<file path="config.mk">
export PLATFORM = sky130hd
export DESIGN_NAME = mag_scheduler_flat
export DESIGN_NICKNAME = d
export VERILOG_FILES = /design/src/rtl/mag_scheduler_pkg.sv /design/src/rtl/mag_scheduler_if.sv /design/src/rtl/mag_scheduler_rr_arbiter.sv /design/src/rtl/mag_scheduler.sv /design/src/flat_wrapper.sv
export SDC_FILE = /design/constraint.sdc
export NUM_CORES = 1
export LEC_CHECK = 0
export BUFFER_PORTS_ARGS = -buffer_cell sky130_fd_sc_hd__buf_4
export CAP_MARGIN = 30
export CELL_PAD_IN_SITES_DETAIL_PLACEMENT = 1
export CELL_PAD_IN_SITES_GLOBAL_PLACEMENT = 1
export CORE_ASPECT_RATIO = 1.25
export CORE_MARGIN = 2
export CORE_UTILIZATION = 27
export DETAILED_ROUTE_END_ITERATION = 6
export PLACE_DENSITY_LB_ADDON = 0.1
export SLEW_MARGIN = 20
export SYNTH_ARGS = -nofsm -noshare
export SYNTH_HDL_FRONTEND = slang
export SYNTH_SLANG_ARGS = --single-unit
</file>
<file path="constraint.sdc">
create_clock -name clk -period 3.2 [get_ports clk]
set_input_delay 0 -clock clk [delete_from_list [all_inputs] [get_ports clk]]
set_output_delay 0 -clock clk [all_outputs]
set_load 0.03 [all_outputs]
</file>
<file path="src/rtl/mag_scheduler_pkg.sv">
// Shared definitions for the magnitude scheduler: datapath width, FSM
// state type and the requester-ID width helper.
package mag_scheduler_pkg;

  localparam int unsigned CALU_DW = 16;

  typedef enum logic [1:0] {
    IDLE = 2'd0,
    WAIT = 2'd1,
    OUT  = 2'd2
  } state_t;

  // Requester ID width, never narrower than one bit.
  function automatic int unsigned id_width(input int unsigned n);
    return (n > 1) ? $clog2(n) : 1;
  endfunction

endpackage

</file>
<file path="src/rtl/mag_scheduler_if.sv">
// Requester, magnitude-unit and result channels of the magnitude scheduler.
// master: the surrounding environment (operand sources, magnitude unit,
// result consumer). slave: the scheduler itself.
interface mag_scheduler_if
  import mag_scheduler_pkg::*;
#(
  parameter int unsigned NREQ = 4,
  parameter int unsigned IDW  = 2
);

  logic [NREQ-1:0]         req_valid;
  logic [NREQ-1:0]         req_ready;
  logic [NREQ*CALU_DW-1:0] req_real;
  logic [NREQ*CALU_DW-1:0] req_imag;
  logic [CALU_DW-1:0]      mag_real;
  logic [CALU_DW-1:0]      mag_imag;
  logic [CALU_DW-1:0]      mag_result;
  logic                    out_valid;
  logic                    out_ready;
  logic [CALU_DW-1:0]      out_mag;
  logic [IDW-1:0]          out_id;

  modport master (
    output req_valid, req_real, req_imag, mag_result, out_ready,
    input  req_ready, mag_real, mag_imag, out_valid, out_mag, out_id
  );

  modport slave (
    input  req_valid, req_real, req_imag, mag_result, out_ready,
    output req_ready, mag_real, mag_imag, out_valid, out_mag, out_id
  );

endinterface

</file>
<file path="src/rtl/mag_scheduler_rr_arbiter.sv">
// Combinational round-robin arbiter: the search starts one past the last
// granted requester and wraps; produces a one-hot grant and its index.
module rr_arbiter #(
  parameter int unsigned NREQ = 4,
  parameter int unsigned IDW  = 2
) (
  input  logic [NREQ-1:0] req,
  input  logic [IDW-1:0]  last_grant,
  output logic [NREQ-1:0] grant,
  output logic [IDW-1:0]  grant_id
);

  logic [IDW-1:0] w_idx;
  logic           w_found;

  // First requesting index after last_grant, modulo NREQ.
  always_comb begin
    grant    = '0;
    grant_id = '0;
    w_found  = 1'b0;
    w_idx    = '0;
    for (int unsigned i = 1; i <= NREQ; i++) begin
      w_idx = IDW'((32'(last_grant) + i) % NREQ);
      if (!w_found && req[w_idx]) begin
        w_found     = 1'b1;
        grant[w_idx] = 1'b1;
        grant_id    = w_idx;
      end
    end
  end

endmodule

</file>
<file path="src/rtl/mag_scheduler.sv">
// Round-robin scheduler sharing one magnitude unit among NREQ requesters.
// Optional MAG_SCHED_STATS_EN adds a 16-bit completed-transfer counter.
module mag_scheduler
  import mag_scheduler_pkg::*;
#(
  parameter int unsigned NREQ    = 4,
  parameter int unsigned MAG_LAT = 0,
  parameter int unsigned IDW     = id_width(NREQ)
) (
  input  logic                clk,
  input  logic                rst,
  mag_scheduler_if.slave      bus,
`ifdef MAG_SCHED_STATS_EN
  output logic [15:0]         op_count,
`endif
  output logic                busy
);

  localparam int unsigned WCW = (MAG_LAT > 0) ? $clog2(MAG_LAT + 1) : 1;

  state_t             r_state, w_next;
  logic [IDW-1:0]     r_last_grant, r_op_id, r_out_id, w_grant_id;
  logic [NREQ-1:0]    w_grant;
  logic [CALU_DW-1:0] r_op_real, r_op_imag, r_out_mag;
  logic [CALU_DW-1:0] w_sel_real, w_sel_imag;
  logic [WCW-1:0]     r_wcnt;
  logic               w_hs, w_done, w_acc;

  rr_arbiter #(.NREQ(NREQ), .IDW(IDW)) u_arb (
    .req        (bus.req_valid),
    .last_grant (r_last_grant),
    .grant      (w_grant),
    .grant_id   (w_grant_id)
  );

  assign w_hs   = (r_state == IDLE) && !rst && (|w_grant);
  assign w_done = (r_state == WAIT) && (r_wcnt == WCW'(MAG_LAT));
  assign w_acc  = (r_state == OUT) && bus.out_ready;

  assign bus.mag_real = r_op_real;
  assign bus.mag_imag = r_op_imag;
  assign bus.out_mag  = r_out_mag;
  assign bus.out_id   = r_out_id;

  // Operand mux driven by the one-hot grant.
  always_comb begin
    w_sel_real = '0;
    w_sel_imag = '0;
    for (int unsigned i = 0; i < NREQ; i++) begin
      if (w_grant[i]) begin
        w_sel_real = bus.req_real[i*CALU_DW +: CALU_DW];
        w_sel_imag = bus.req_imag[i*CALU_DW +: CALU_DW];
      end
    end
  end

  // State register.
  always_ff @(posedge clk) begin
    if (rst) r_state <= IDLE;
    else     r_state <= w_next;
  end

  // Next-state and handshake outputs; grants only in IDLE and out of reset.
  always_comb begin
    w_next        = r_state;
    bus.req_ready = '0;
    bus.out_valid = 1'b0;
    busy          = 1'b1;
    unique case (r_state)
      IDLE: begin
        busy = 1'b0;
        if (!rst) bus.req_ready = w_grant;
        if (w_hs) w_next = WAIT;
      end
      WAIT: if (w_done) w_next = OUT;
      OUT: begin
        bus.out_valid = 1'b1;
        if (bus.out_ready) w_next = IDLE;
      end
      default: w_next = IDLE;
    endcase
  end

  // Operand capture on handshake, latency count, result capture.
  always_ff @(posedge clk) begin
    if (rst) begin
      r_last_grant <= IDW'(NREQ - 1);
      r_op_real    <= '0;
      r_op_imag    <= '0;
      r_op_id      <= '0;
      r_wcnt       <= '0;
      r_out_mag    <= '0;
      r_out_id     <= '0;
    end else begin
      if (w_hs) begin
        r_op_real    <= w_sel_real;
        r_op_imag    <= w_sel_imag;
        r_op_id      <= w_grant_id;
        r_last_grant <= w_grant_id;
        r_wcnt       <= '0;
      end else if (r_state == WAIT) begin
        r_wcnt <= r_wcnt + 1'b1;
      end
      if (w_done) begin
        r_out_mag <= bus.mag_result;
        r_out_id  <= r_op_id;
      end
    end
  end

`ifdef MAG_SCHED_STATS_EN
  // Completed-transfer counter, wraps naturally at 16 bits.
  always_ff @(posedge clk) begin
    if (rst)        op_count <= '0;
    else if (w_acc) op_count <= op_count + 16'd1;
  end
`else
  logic w_acc_unused;
  assign w_acc_unused = w_acc;
`endif

endmodule

</file>
<file path="src/flat_wrapper.sv">
// flat-port wrapper written by rule: the top's interface ports become plain ports
module mag_scheduler_flat import mag_scheduler_pkg::*;
#(
  parameter int unsigned NREQ    = 4,
  parameter int unsigned MAG_LAT = 0,
  parameter int unsigned IDW     = id_width(NREQ)
)
  (clk, rst, busy, bus_req_valid, bus_req_real, bus_req_imag, bus_mag_result, bus_out_ready, bus_req_ready, bus_mag_real, bus_mag_imag, bus_out_valid, bus_out_mag, bus_out_id);
  mag_scheduler_if #(.NREQ(NREQ), .IDW(IDW)) bus_i ();
  input  logic clk;
  input  logic rst;
  output logic busy;
  input wire logic [$bits(bus_i.req_valid)-1:0] bus_req_valid;
  input wire logic [$bits(bus_i.req_real)-1:0] bus_req_real;
  input wire logic [$bits(bus_i.req_imag)-1:0] bus_req_imag;
  input wire logic [$bits(bus_i.mag_result)-1:0] bus_mag_result;
  input wire logic [$bits(bus_i.out_ready)-1:0] bus_out_ready;
  output wire logic [$bits(bus_i.req_ready)-1:0] bus_req_ready;
  output wire logic [$bits(bus_i.mag_real)-1:0] bus_mag_real;
  output wire logic [$bits(bus_i.mag_imag)-1:0] bus_mag_imag;
  output wire logic [$bits(bus_i.out_valid)-1:0] bus_out_valid;
  output wire logic [$bits(bus_i.out_mag)-1:0] bus_out_mag;
  output wire logic [$bits(bus_i.out_id)-1:0] bus_out_id;
  assign bus_i.req_valid = bus_req_valid;
  assign bus_i.req_real = bus_req_real;
  assign bus_i.req_imag = bus_req_imag;
  assign bus_i.mag_result = bus_mag_result;
  assign bus_i.out_ready = bus_out_ready;
  assign bus_req_ready = bus_i.req_ready;
  assign bus_mag_real = bus_i.mag_real;
  assign bus_mag_imag = bus_i.mag_imag;
  assign bus_out_valid = bus_i.out_valid;
  assign bus_out_mag = bus_i.out_mag;
  assign bus_out_id = bus_i.out_id;
  mag_scheduler #(.NREQ(NREQ), .MAG_LAT(MAG_LAT), .IDW(IDW)) u_core (.clk(clk), .rst(rst), .bus(bus_i), .busy(busy));
endmodule
</file>
; Yosys cells after proc, flatten, opt, wreduce, memory -nomap -nowiden
; Cells that the tools add are included.
[totals]
regBits = 57
inputBits = 151
out_inout_bits = 56
elab_cells = 91
[classes]
add_sub_neg = 5
magnitude_cmp = 8
eq_ne = 5
mux = 43
bitwise = 4
reduce_logical = 18
[ops]
columns = cell, n
row1 = $mux W16, 8
row2 = $mux W4, 6
row3 = $mux W2, 7
row4 = $mux W1, 13
row5 = $lt A2 B3 Y1 const B, 4
row6 = $or A4 B4 Y4, 3
row7 = $logic_and A1 B1 Y1, 10
row8 = $bmux W1 S2, 4
row9 = $demux W1 S2, 4
row10 = $ge A2 B1 Y1 const B, 4
row11 = $pmux W2 S3, 1
row12 = $add A2 B1 Y2 const B, 2
row13 = $add A2 B2 Y2 const B, 2
row14 = $logic_not A1 Y1, 4
row15 = $ne A2 B1 Y1 const B, 2
row16 = $reduce_or A4 Y1, 1
row17 = $reduce_and A3 Y1, 1
row18 = $eq A2 B1 Y1 const B, 1
row19 = $eq A2 B2 Y1 const B, 1
row20 = $logic_not A2 Y1, 1
row21 = $ne A2 B2 Y1 const B, 1
row22 = $reduce_or A2 Y1, 1
row23 = $add A1 B1 Y1 const B, 1
row24 = $not A1 Y1, 1

; Logic depth before layout (Yosys ltp)
[depth]
depth_word = 17
ltp_mapped = 13
ltp_nobuf = 9

; Modules after synthesis
; Synthesis repeated with hierarchy kept, for this count alone.
[hier_totals]
hier_cells = 359
hier_area_um2 = 3488.3
[modules_own_cells]
columns = module, instances, cells_each, area_per_inst_um2, seq_area_each_um2
row1 = mag_scheduler, 1, 291, 2942.8, 1141.1
row2 = rr_arbiter, 1, 68, 545.5, 0.0

; Worst setup path after synthesis
; Ideal clock, no wire load.
[synth_path]
path_kind = register to register
from = reg u_core.r_last_grant[0]
to = reg u_core.r_op_imag[10], in the netlist u_core.bus.mag_imag[10]
setup_ns = 0.142
arrival_time_ns = 3.010
required_time_ns = 3.058
slack_ns = 0.048
path_stages_with_launch = 14
path_buffers = 4
period_less_slack_ns = 3.152
path_cell_list = dfxtp_1 buf_2 inv_1 ha_1 buf_2 mux4_2 nand2_1 o21ai_0 a221oi_2 buf_2 clkbuf_1 o21ai_0 o221ai_1 a311oi_1
[synth_via]
elab_chain_cells = 17
elab_cells_between_ends = 54
classes_between = add/sub: 4 / order compare: 8 / mux: 27 / bitwise: 3 / reduce/logical: 12
[synth_lines]
columns = item, line_no
row1 = start: declaration, mag_scheduler.sv:22  ; logic [IDW-1:0] r_last_grant, r_op_id, r_out_id, w_grant_id;
row2 = start signal: assignment, mag_scheduler.sv:87  ; r_last_grant <= IDW'(NREQ - 1);
row3 = start signal: assignment, mag_scheduler.sv:99  ; r_last_grant <= w_grant_id;
row4 = branches (longest 12 deep; another with $lt A2 B3 Y1), n/a
row5 = $mux W4 (*), mag_scheduler_rr_arbiter.sv:24  ; if (!w_found && req[w_idx]) begin
row6 = $mux W16 (4 in a row), mag_scheduler.sv:50  ; if (w_grant[i]) begin
row7 = end signal: assignment, mag_scheduler.sv:97  ; r_op_imag <= w_sel_imag;
row8 = end: declaration, mag_scheduler.sv:24  ; logic [CALU_DW-1:0] r_op_real, r_op_imag, r_out_mag;
; Mark *: on every way between the ends. The select of a mux whose other input is x is not followed.
; A chain may end at the register's enable or synchronous reset.

; Worst setup path in the final report
[layout_path]
from = reg u_core.r_last_grant[1]
to = reg u_core.r_op_real[5], in the netlist u_core.bus.mag_real[5]
[layout_via]
elab_chain_cells = 17
elab_cells_between_ends = 54
classes_between = add/sub: 4 / order compare: 8 / mux: 27 / bitwise: 3 / reduce/logical: 12
[layout_lines]
columns = item, line_no
row1 = branches (longest 12 deep; another with $lt A2 B3 Y1), n/a
row2 = $mux W4 (*), mag_scheduler_rr_arbiter.sv:24
row3 = $mux W16 (4 in a row), mag_scheduler.sv:50
row4 = end signal: assignment, mag_scheduler.sv:96  ; r_op_real <= w_sel_real;
row5 = end: declaration, mag_scheduler.sv:24
; Marks and branches as above.

==> flow_summary.yaml <==
synthesis:
  seq_area_frac_synth_pct: 32.2
  synth_fa_ha_area_share_pct: 2.82
  synth_mux_area_share_pct: 1.55
  syn_area_um2: 3550
  avgSynthCellArea_um2: 7.53
  ys_top_cells_by_area: "dfxtp_1 32%, a311oi_1 7.9%, o221ai_1 7.9%, nand2_1 7.8%, nor3b_1 7.2%"
  synth_top_family_by_area: "compound AO/OA/AOI/OAI gates"
  synthSimpleGateAreaFrac_pct: 24.5
  synth_top_area_share_pct: 32.2
  ys_async_sr_fraction_pct: 0
  yosysWarnings: 0
  syn_inst: 471
  synth_enable_flop_cells: 0
  synth-xor-area-share_pct: 0
  yosysTopAreaCell: "dfxtp_1"
  synth_cell_types: 40
  synth_fp_nets: 630
  synth_most_common_cell: "nand2_1"
  synth_ff_type: "dfxtp_1"
  synth_common_cells: "74 x nand2_1, 57 x dfxtp_1, 45 x nor2_1, 40 x inv_1, 35 x o21ai_0"
  synth_compound_area_share_pct: 29.1
  ys_ff_latch: 57
die:
  die_w_um: 107
  die_h_um: 132
  die-area_um2: 14100
  start_util_pct: 27.8
  coreArea_um2: 12800
  rows: 46
  ios: 207
layout:
  area_growth_pct: 73.1
  n_fill_cell: 1558
  multi_input_area_um2: 2120
  num_antenna_cells: 0
  seq_area_um2: 1140
  nets: 872
  drive_above_1_share_pct: 35.9
global_routing:
  grt_antenna_before_repair: 0
  grt_overflow: 0
  grt_max_degree: 59
  grt_pass1_wl_mm: 25.1
  grtUsageTotal_pct: 22.5
  grt_pass1_vias: 4923
route:
  drtIter0Drc: 148
  via_per_inst: 5.13
  drt_first_pass_iters: 4
  ant_nets: 0
  wirelength_mm: 15.8
  vias: 4548
  drc: 0
  routedWlPerCell_um: 17.8
placed_design:
  gp_congestion: 0.918
  dp_hpwl_mm: 11.3
  io_buffers: 206
worst_setup_path:
  crit_required_ns: 3.44
  slowest_stage: "mux4_2"
  rrSetupSlack_ns: 0.22
  cp.arrival_ns: 3.22
  path_cells: "inv_1 > ha_1 > mux4_2 > nand2b_1 > o21ai_1 > nor3_4 > buf_4 > o21ai_0 > o221ai_1 > a311oi_1"
  path_max_fanout: 12
  startpoint_type: "flop"
  critPathKind: "flop to flop"
  max_stage_delay_ns: 0.57
  crit_path_end_kind: "flop"
cts:
  clock_sinks: 57
  cts.clk_slew.worst_paths_ns: 0.06
  cts_buffers: 9
  tritoncts: "built"
  clk_path_buf_depth: 2
  clock_latency_ns: 0.33
  root_buffer: "clkbuf_16"
  htree_levels: 3
sta:
  maxSlewHeadroom_pct: 51.0
  setup_tns_ns: 0
  hold_slack_ns: 0.0864
  fin_crit_ns: 2.98
  setup-violations-final: 0
  hold_violations: 0
  worst_pin_slew_ns: 0.735
  final-max-slew-violation-count: 0
  fin_worst_skew_ns: 0.00736
  finalCritPeriodShare_pct: 93.2
  fmax_mhz: 335
run:
  maxCapViolCount: 0
status:
  status: "completed"
hold_path:
  hold_path_class: "input port to flop"
pwr:
  irDropWorstVdd_v: 0.000326
  pwr_density_cell_nw_per_um2: 807
  p_leak_nw: 2.68
area by class of cell:
type | instances | share of cell area, %
clock buffers | 10 | 3.89
clock inverters | 6 | 1.10
inverters | 40 | 2.44
multi-input cells | 328 | 34.4
flip-flops and latches | 57 | 18.6
well taps | 168 | 3.42
repair buffers | 277 | 36.1
metrics by stage:
step,cell area [µm²],utilization [%],cells,total power [mW],setup WS [ns]
2_1_floorplan,3550,-,471,2.89,0.0477
3_3_place_gp,5310,41.6,819,3.83,0.207
3_5_place_dp,5320,41.6,820,3.92,0.0436
4_1_cts,6120,47.9,885,4.97,0.0174
5_1_grt,6140,48.1,886,5.33,-0.000816
6_report,6140,48.1,886,4.96,0.219
power breakdown:
group	internal, mW	switching, mW
registers	0.911	0.120
logic	1.15	1.80
clock network	0.623	0.352
total	2.69	2.27
worst max-delay path: cells and delay by family, from the launching register on:
family | cells | cell delay (ns)
flip-flops | 1 | 0.32
AO/OA/AOI/OAI | 4 | 0.94
multiplexers | 1 | 0.57
buffers and inverters | 2 | 0.33
AND/OR/NAND/NOR | 2 | 0.35
adder cells (fa/ha/maj) | 1 | 0.36
cells by family (layout without fill, tap and decap cells):
| kind of cell | Yosys count | after routing |
|---|---|---|
| mux | 3 | 3 |
| flops | 57 | 57 |
| simple gates | 178 | 178 |
| compound gates | 139 | 139 |
| buf+inv | 86 | 333 |
| fa+ha+maj | 8 | 8 |
worst paths after layout:
check                                            start                       to  depth (start not counted)
worst min-delay path                  bus_req_real[42]  u_core.bus.mag_real[10]                          3
worst max register to register  u_core.r_last_grant[1]   u_core.bus.mag_real[5]                         10
worst min register to register       u_core.r_op_id[0]     u_core.bus.out_id[0]                          2
worst max-delay path            u_core.r_last_grant[1]   u_core.bus.mag_real[5]                         10
layer usage:
metal | vias up | part of all wire (%) | track usage (%) | wire length [µm]
li1 | 2182 | - | - | -
met1 | 2189 | 39 | 24.7 | 6210
met2 | 153 | 53 | 42.2 | 8420
met3 | 24 | 5.2 | 3.95 | 819
met4 | 0 | 2.2 | 8.66 | 350
met5 | - | 0 | 0 | 0
registers in the layout, indices dropped and copies added, names as in the netlist:
register / cells
u_core.bus.mag_real: 16
u_core.r_last_grant: 2
u_core.bus.mag_imag: 16
u_core.bus.out_id: 2
u_core.r_wcnt: 1
u_core.r_op_id: 2
u_core.bus.out_mag: 16
u_core.r_state: 2
layout by cell type (no fill, tap or decap), drive strengths merged, types with 2 or more instances in the layout:
master / instances
nor3: 10
a221oi: 5
buf: 228
clkinvlp: 5
a21oi: 21
o21bai: 2
nand2: 74
and3b: 2
a211oi: 3
o221ai: 32
nor3b: 34
a311oi: 32
dlygate4sd3: 49
clkbuf: 10
inv: 40
nor2: 45
or3: 3
nand4: 2
o21ai: 37
nand2b: 2
ha: 8
dfxtp: 57
mux4: 2
timing repair:
item | 4_1_cts | 5_1_grt
hold buffers | 49 | 0
buffers inserted | 0 | 1
hold endpoints to repair | 49 | 0
setup endpoints to repair | 0 | 19
gates resized for setup | 0 | 6
(Power assumes the default switching activity.)
